## config.mk

```make
export PLATFORM = sky130hd
export DESIGN_NAME = slave_core_responder_flat
export DESIGN_NICKNAME = d
export VERILOG_FILES = /design/src/rtl/slave_core_responder_if.sv /design/src/rtl/slave_core_responder.sv /design/src/flat_wrapper.sv
export SDC_FILE = /design/constraint.sdc
export NUM_CORES = 2
export LEC_CHECK = 0
export BUFFER_PORTS_ARGS = -buffer_cell sky130_fd_sc_hd__buf_2
export CAP_MARGIN = 20
export CELL_PAD_IN_SITES_DETAIL_PLACEMENT = 1
export CELL_PAD_IN_SITES_GLOBAL_PLACEMENT = 1
export CORE_UTILIZATION = 55
export DETAILED_ROUTE_END_ITERATION = 8
export GPL_TIMING_DRIVEN = 0
export PLACE_DENSITY = 0.85
export RECOVER_POWER = 50
export SYNTH_ARGS = -nofsm -noshare
export SYNTH_HDL_FRONTEND = slang
export SYNTH_SLANG_ARGS = --single-unit
```

## constraint.sdc

```tcl
create_clock -name clk -period 3.3 [get_ports clk]
set_clock_uncertainty 0.1 [all_clocks]
set_input_delay 0.66 -clock clk [delete_from_list [all_inputs] [get_ports clk]]
set_output_delay 0.66 -clock clk [all_outputs]
set_load 0.01 [all_outputs]
```

## src/rtl/slave_core_responder_if.sv

```systemverilog
// Request/response FIFO handshake bundle for slave_core_responder.
//   slave  modport : the responder (reads requests, writes responses)
//   master modport : the FIFO side (supplies requests, accepts responses)
// Signals:
//   i_rreq_empty / o_rreq_ren / i_rreq_bits : receive-request FIFO
//   o_sresp_bits / o_sresp_wen / i_sresp_full : send-response FIFO
interface slave_core_responder_if #(
  parameter int DATA_LINE_WIDTH    = 64,
  parameter int CONTROL_LINE_WIDTH = 6
);
  localparam int W = DATA_LINE_WIDTH + CONTROL_LINE_WIDTH;

  logic         i_rreq_empty;
  logic         o_rreq_ren;
  logic [W-1:0] i_rreq_bits;
  logic [W-1:0] o_sresp_bits;
  logic         o_sresp_wen;
  logic         i_sresp_full;

  modport slave (
    input  i_rreq_empty, i_rreq_bits, i_sresp_full,
    output o_rreq_ren, o_sresp_bits, o_sresp_wen
  );

  modport master (
    output i_rreq_empty, i_rreq_bits, i_sresp_full,
    input  o_rreq_ren, o_sresp_bits, o_sresp_wen
  );
endinterface

```

## src/rtl/slave_core_responder.sv

```systemverilog
// Register-file slave: pulls one request packet from the receive FIFO,
// executes READ / WRITE / NOP / reserved against a small memory and pushes
// one response packet to the send FIFO (none for NOP).
// Ports:
//   clk, rst_n   : clock, asynchronous active-low reset
//   bus (slave)  : request/response FIFO handshake
//   o_busy       : high whenever the FSM is not IDLE
//   o_req_count  : requests retired (saturating)
//   o_err_count  : error responses issued (saturating)
// Packet: [W-1:W-2] opcode/status, [W-3:DATA_LINE_WIDTH] address, [DATA_LINE_WIDTH-1:0] data.
module slave_core_responder #(
  parameter int DATA_LINE_WIDTH    = 64,
  parameter int CONTROL_LINE_WIDTH = 6,
  parameter int MEM_DEPTH          = 16,
  parameter int LOG2_MEM_DEPTH     = 4
) (
  input  logic                  clk,
  input  logic                  rst_n,
  slave_core_responder_if.slave bus,
  output logic                  o_busy,
  output logic [15:0]           o_req_count,
  output logic [7:0]            o_err_count
);
  localparam int W = DATA_LINE_WIDTH + CONTROL_LINE_WIDTH;

  typedef enum logic [2:0] {S_IDLE, S_FETCH, S_WAIT, S_EXEC, S_RESP} state_e;
  typedef enum logic [1:0] {OP_NOP = 2'b00, OP_READ = 2'b01, OP_WRITE = 2'b10, OP_RSVD = 2'b11} op_e;

  state_e state_q, state_d;

  logic [W-1:0]               req_q;
  logic [W-1:0]               resp_q;
  logic [DATA_LINE_WIDTH-1:0] mem_q [MEM_DEPTH];
  logic [15:0]                req_cnt_q;
  logic [7:0]                 err_cnt_q;

  op_e                         op;
  logic [LOG2_MEM_DEPTH-1:0]   addr;
  logic [W-3:DATA_LINE_WIDTH]  addr_f;
  logic [DATA_LINE_WIDTH-1:0]  wdata;

  assign op     = op_e'(req_q[W-1 -: 2]);
  assign addr   = req_q[DATA_LINE_WIDTH +: LOG2_MEM_DEPTH];
  assign addr_f = req_q[W-3:DATA_LINE_WIDTH];
  assign wdata  = req_q[DATA_LINE_WIDTH-1:0];

  // State register
  always_ff @(posedge clk or negedge rst_n) begin
    if (!rst_n) state_q <= S_IDLE;
    else        state_q <= state_d;
  end

  // Next-state logic; i_rreq_empty only matters in IDLE
  always_comb begin
    state_d = state_q;
    case (state_q)
      S_IDLE:  if (!bus.i_rreq_empty) state_d = S_FETCH;
      S_FETCH: state_d = S_WAIT;
      S_WAIT:  state_d = S_EXEC;
      S_EXEC:  state_d = (op == OP_NOP) ? S_IDLE : S_RESP;
      S_RESP:  if (!bus.i_sresp_full) state_d = S_IDLE;
      default: state_d = S_IDLE;
    endcase
  end

  // Moore outputs, plus the RESP write gated by back-pressure
  always_comb begin
    bus.o_rreq_ren  = (state_q == S_FETCH);
    bus.o_sresp_wen = (state_q == S_RESP) && !bus.i_sresp_full;
    o_busy          = (state_q != S_IDLE);
  end

  // Datapath: request capture, memory, response register, counters
  always_ff @(posedge clk or negedge rst_n) begin
    if (!rst_n) begin
      req_q     <= '0;
      resp_q    <= '0;
      req_cnt_q <= '0;
      err_cnt_q <= '0;
      for (int unsigned i = 0; i < MEM_DEPTH; i++) mem_q[i] <= '0;
    end else begin
      case (state_q)
        S_WAIT: req_q <= bus.i_rreq_bits;
        S_EXEC: begin
          case (op)
            OP_READ:  resp_q <= {OP_READ, addr_f, mem_q[addr]};
            OP_WRITE: begin
              mem_q[addr] <= wdata;
              resp_q      <= {OP_WRITE, addr_f, wdata};
            end
            OP_RSVD: begin
              resp_q <= {OP_RSVD, addr_f, {DATA_LINE_WIDTH{1'b0}}};
              if (err_cnt_q != 8'hFF) err_cnt_q <= err_cnt_q + 8'd1;
            end
            default: if (req_cnt_q != 16'hFFFF) req_cnt_q <= req_cnt_q + 16'd1;
          endcase
        end
        S_RESP: if (bus.o_sresp_wen && req_cnt_q != 16'hFFFF) req_cnt_q <= req_cnt_q + 16'd1;
        default: ;
      endcase
    end
  end

  assign bus.o_sresp_bits = resp_q;
  assign o_req_count      = req_cnt_q;
  assign o_err_count      = err_cnt_q;
endmodule

```

## src/flat_wrapper.sv

```systemverilog
// flat-port wrapper written by rule: the top's interface ports become plain ports
module slave_core_responder_flat 
#(
  parameter int DATA_LINE_WIDTH    = 64,
  parameter int CONTROL_LINE_WIDTH = 6,
  parameter int MEM_DEPTH          = 16,
  parameter int LOG2_MEM_DEPTH     = 4
)
  (clk, rst_n, o_busy, o_req_count, o_err_count, bus_i_rreq_empty, bus_i_rreq_bits, bus_i_sresp_full, bus_o_rreq_ren, bus_o_sresp_bits, bus_o_sresp_wen);
  slave_core_responder_if #(.DATA_LINE_WIDTH(DATA_LINE_WIDTH), .CONTROL_LINE_WIDTH(CONTROL_LINE_WIDTH)) bus_i ();
  input  logic clk;
  input  logic rst_n;
  output logic o_busy;
  output logic [15:0] o_req_count;
  output logic [7:0] o_err_count;
  input wire logic [$bits(bus_i.i_rreq_empty)-1:0] bus_i_rreq_empty;
  input wire logic [$bits(bus_i.i_rreq_bits)-1:0] bus_i_rreq_bits;
  input wire logic [$bits(bus_i.i_sresp_full)-1:0] bus_i_sresp_full;
  output wire logic [$bits(bus_i.o_rreq_ren)-1:0] bus_o_rreq_ren;
  output wire logic [$bits(bus_i.o_sresp_bits)-1:0] bus_o_sresp_bits;
  output wire logic [$bits(bus_i.o_sresp_wen)-1:0] bus_o_sresp_wen;
  assign bus_i.i_rreq_empty = bus_i_rreq_empty;
  assign bus_i.i_rreq_bits = bus_i_rreq_bits;
  assign bus_i.i_sresp_full = bus_i_sresp_full;
  assign bus_o_rreq_ren = bus_i.o_rreq_ren;
  assign bus_o_sresp_bits = bus_i.o_sresp_bits;
  assign bus_o_sresp_wen = bus_i.o_sresp_wen;
  slave_core_responder #(.DATA_LINE_WIDTH(DATA_LINE_WIDTH), .CONTROL_LINE_WIDTH(CONTROL_LINE_WIDTH), .MEM_DEPTH(MEM_DEPTH), .LOG2_MEM_DEPTH(LOG2_MEM_DEPTH)) u_core (.clk(clk), .rst_n(rst_n), .bus(bus_i), .o_busy(o_busy), .o_req_count(o_req_count), .o_err_count(o_err_count));
endmodule
```

==> flow_summary.yaml <==
placed_design:
  dp_hpwl_um: 96840
  port-buffer-count: 170
  preCtsSetupSlack_ps: -370.5
  finalWeightedCongestion: 0.7893
  post_dp_cell_area_um2: 55240
worst_setup_path:
  cpMaxStageDelayCell: "sky130_fd_sc_hd__nor2_2"
  worst_r2r_endpoint: "u_core.mem_q[121]$_DFFE_PN0P_"
  crit_required_ps: 3780
  critical_path.max_fanout: 10
  path_common_cell: "sky130_fd_sc_hd__buf_2"
  worst_path_largest_cell_delay_ps: 910
  cp-end-kind: "register"
  timing.setup.critical_path_class: "reg2reg"
  worst_r2r_startpoint: "u_core.req_q[65]$_DFFE_PN0P_"
  worstSetupStartpointType: "register"
  crit_chain: "buf_2 -> clkdlybuf4s15_2 -> nand2_1 -> nor2_2 -> buf_2 -> mux2_2"
  worstPathArrival_ps: 3970
  rr_worst_depth: 6
  reg2reg_setup_slack_ps: -180
clocking:
  clkSlewWorstSetupHoldPaths_ps: 70
  clockRootBuffer: "sky130_fd_sc_hd__clkbuf_16"
  cts_sinks: 1191
  cts_tree: "done"
  clockBufferDepth: 3
  ctsHtreeMaxLevel: 3
  clkLatencyLatePin_ps: 710
  cts_buffers: 121
drt:
  drc_violations_left: 0
  drt-total-wl_um: 166600
  antenna_left: 0
  drt_pre_antenna_iters: 6
  routedWlPerCell_um: 33.70
  routed_via_density: 6.760
  first_iter_violations: 3178
  total_vias_in_the_final_route: 33410
yosys:
  synth-edff-count: 0
  synth_cells: 3280
  yosys_warnings: 0
  synth.yosys.seq_area_share_pct: 56.76
  synth.avg_cell_area_um2: 16.01
  synth.distinct_cells: 48
  synth_seq_cells: 1191
  async_reset_ff_share_pct: 100.0
  syn_nets: 3356
  synth_ff_type: "sky130_fd_sc_hd__dfrtp_1"
  combined_area_of_all_synthesized_cells_um2: 52510
sta:
  fmax_mhz: 287.1
  report.final.setup_viol: 163
  timing.slew.headroom_pct: -11.28
  setup_ws_final_ps: -182.8
  max_slew_violation_count: 171
  fin_crit_ps: 3483
  fin_setup_tns_ps: -12960
  final-hold-violation-count: 0
  rsz0062_at_grt: "yes"
  min_period_over_period_pct: 105.5
  tightest_slew_ps: 1669
floorplan:
  die_h_um: 311.0
  dieArea_um2: 96710
  die_width_um: 311.0
  placementRows: 112
  floorplan.initialDensity_pct: 55.93
  design.core.area_um2: 93890
  pin_count: 171
run_status:
  violations: "max-capacitance violations, max-slew violations, negative setup slack"
  run_status: "complete, but fails checks"
finish:
  layout.cells.most_common: "sky130_fd_sc_hd__dfrtp_1"
  post-route-util_pct: 63.23
  share_of_post_route_cells_with_drive_strength_above_1_pct: 47.40
  design.final.nets: 3664
  layout.filler_cells: 8368
  mostFrequentLayoutCells: "sky130_fd_sc_hd__dfrtp_1, sky130_fd_sc_hd__mux2_2, sky130_fd_sc_hd__mux4_2"
  syn_to_final_growth_pct: 13.05
  stdcell_area_um2: 59370
pwr:
  power_density_nw_per_um2: 1006
  p_leak_nw: 28.14
  vdd.ir_drop.worst_mv: 0.4804
  overall_power_of_the_completed_layout_mw: 59.73
global_routing:
  first_global_vias: 37740
  grtUsageTotal_pct: 35.33
  grt_start_max_net_pins: 171
  grt_overflow: 0
  global_route_wire_length_before_repair_um: 254900
  antenna_found_initial: 5
hold_path:
  min_delay_worst_endpoint: "u_core.state_q[0]$_DFFE_PN0P_"
  holdPathStages: 2
  hold_class: "in2reg"
  hold_path.startpoint: "bus_i_rreq_empty"
flow_run:
  timing.max_cap.violations: 1
[cell usage after synthesis (2+ instances only)]
master | n | area (um^2)
sky130_fd_sc_hd__nand3_1 | 14 | 70.07
sky130_fd_sc_hd__mux2_1 | 55 | 619.3
sky130_fd_sc_hd__clkbuf_1 | 142 | 533.0
sky130_fd_sc_hd__nor3_1 | 2 | 10.01
sky130_fd_sc_hd__nor2b_1 | 3 | 18.77
sky130_fd_sc_hd__o21ai_0 | 65 | 325.3
sky130_fd_sc_hd__a221oi_1 | 64 | 560.5
sky130_fd_sc_hd__nand2_1 | 17 | 63.81
sky130_fd_sc_hd__and2_1 | 2 | 12.51
sky130_fd_sc_hd__and3_1 | 5 | 31.28
sky130_fd_sc_hd__nand4_1 | 5 | 31.28
sky130_fd_sc_hd__xor2_1 | 6 | 52.55
sky130_fd_sc_hd__mux4_2 | 256 | 5766
sky130_fd_sc_hd__ha_1 | 2 | 25.02
sky130_fd_sc_hd__buf_2 | 101 | 505.5
sky130_fd_sc_hd__mux2_2 | 1044 | 11760
sky130_fd_sc_hd__dfrtp_1 | 1191 | 29800
sky130_fd_sc_hd__buf_1 | 22 | 82.58
sky130_fd_sc_hd__buf_4 | 7 | 52.55
sky130_fd_sc_hd__nor2_2 | 4 | 25.02
sky130_fd_sc_hd__xnor2_1 | 15 | 131.4
sky130_fd_sc_hd__nor4_4 | 2 | 42.54
sky130_fd_sc_hd__a22o_1 | 128 | 1121
sky130_fd_sc_hd__buf_6 | 18 | 202.7
sky130_fd_sc_hd__nor2_1 | 12 | 45.04
sky130_fd_sc_hd__a21oi_1 | 65 | 325.3
sky130_fd_sc_hd__nand2b_1 | 2 | 12.51
sky130_fd_sc_hd__inv_1 | 3 | 11.26
sky130_fd_sc_hd__nand3_2 | 2 | 20.02
sky130_fd_sc_hd__nand3b_1 | 2 | 15.01
sky130_fd_sc_hd__nor3b_1 | 2 | 15.01
sky130_fd_sc_hd__or3_1 | 2 | 12.51
sky130_fd_sc_hd__nor3_4 | 3 | 48.80
sky130_fd_sc_hd__and4_1 | 3 | 26.28
[critical path: cells and delay by family (launching register included)]
| kind | cells | cell delay (ps) |
|---|---|---|
| mux | 1 | 410 |
| simple gates | 2 | 1150 |
| buf+inv | 3 | 1270 |
| flops | 1 | 410 |
[flip-flops by register name (all words and copies together), names as in the netlist]
| name | flops |
|---|---|
| u_core.bus.o_sresp_bits | 70 |
| u_core.mem_q | 1024 |
| u_core.o_err_count | 8 |
| u_core.o_req_count | 16 |
| u_core.state_q | 3 |
| u_core.req_q | 70 |
[cell families after synthesis]
group	synth area share (%)
compound gates	4.525
xor+xnor	0.3503
fa+ha+maj	0.04765
buf+inv	2.642
flops	56.76
mux	34.55
simple gates	1.132
[metal layers]
layer,up-vias,GRT usage [%],wire (um)
met3,531,7.038,11690
met2,1571,56.78,81450
li1,13020,-,-
met5,-,0,62
met1,18280,46.23,64870
met4,6,17.40,8486
[final cells by class]
cell class | instances | area (um^2) | area share (%)
antenna | 2 | 5.005 | 0.008430
buffer | 289 | 1423 | 2.396
clock buffer | 177 | 3633 | 6.121
clock inverter | 44 | 561.8 | 0.9463
inverter | 3 | 11.26 | 0.01897
multi-input combinational | 1796 | 21310 | 35.90
sequential | 1191 | 29800 | 50.20
tap | 1254 | 1569 | 2.643
timing repair buffer | 186 | 1049 | 1.766
[report_power, final]
part / total [mW] / internal (mW) / switching [mW]
logic: 19.8 / 9.42 / 10.4
registers: 25.3 / 20.4 / 4.93
clock network: 14.6 / 8.53 / 6.09
[worst max path at each step]
stage               slack (ps)                    startpoint                                      end  cells past startpoint
detailed placement        -370  u_core.req_q[65]$_DFFE_PN0P_  u_core.bus.o_sresp_bits[43]$_DFFE_PN0P_                      7
global placement        -24790                         rst_n            u_core.mem_q[553]$_DFFE_PN0P_                      1
floorplan                  980              bus_i_sresp_full        u_core.o_req_count[1]$_DFFE_PN0P_                      4
finish                    -180  u_core.req_q[65]$_DFFE_PN0P_            u_core.mem_q[121]$_DFFE_PN0P_                      6
CTS                         10  u_core.req_q[65]$_DFFE_PN0P_  u_core.bus.o_sresp_bits[20]$_DFFE_PN0P_                      7
global route              -100  u_core.req_q[64]$_DFFE_PN0P_  u_core.bus.o_sresp_bits[24]$_DFFE_PN0P_                      7
[per-stage QoR]
step,hold slack [ps],cells
final,47.64,4942
after global routing,53.56,4940
after CTS,40.04,4939
after detailed placement,370.0,4718
after global placement,362.8,4704
after floorplan,264.4,3280
[repair_timing]
action                     CTS  global route
setup endpoints to repair  408           253
gates cloned                 0             1
resized for setup           28             5
buffers inserted             0             0
hold endpoints to repair    72             0
hold buffers                 1             0
(Power assumes the default switching activity.)
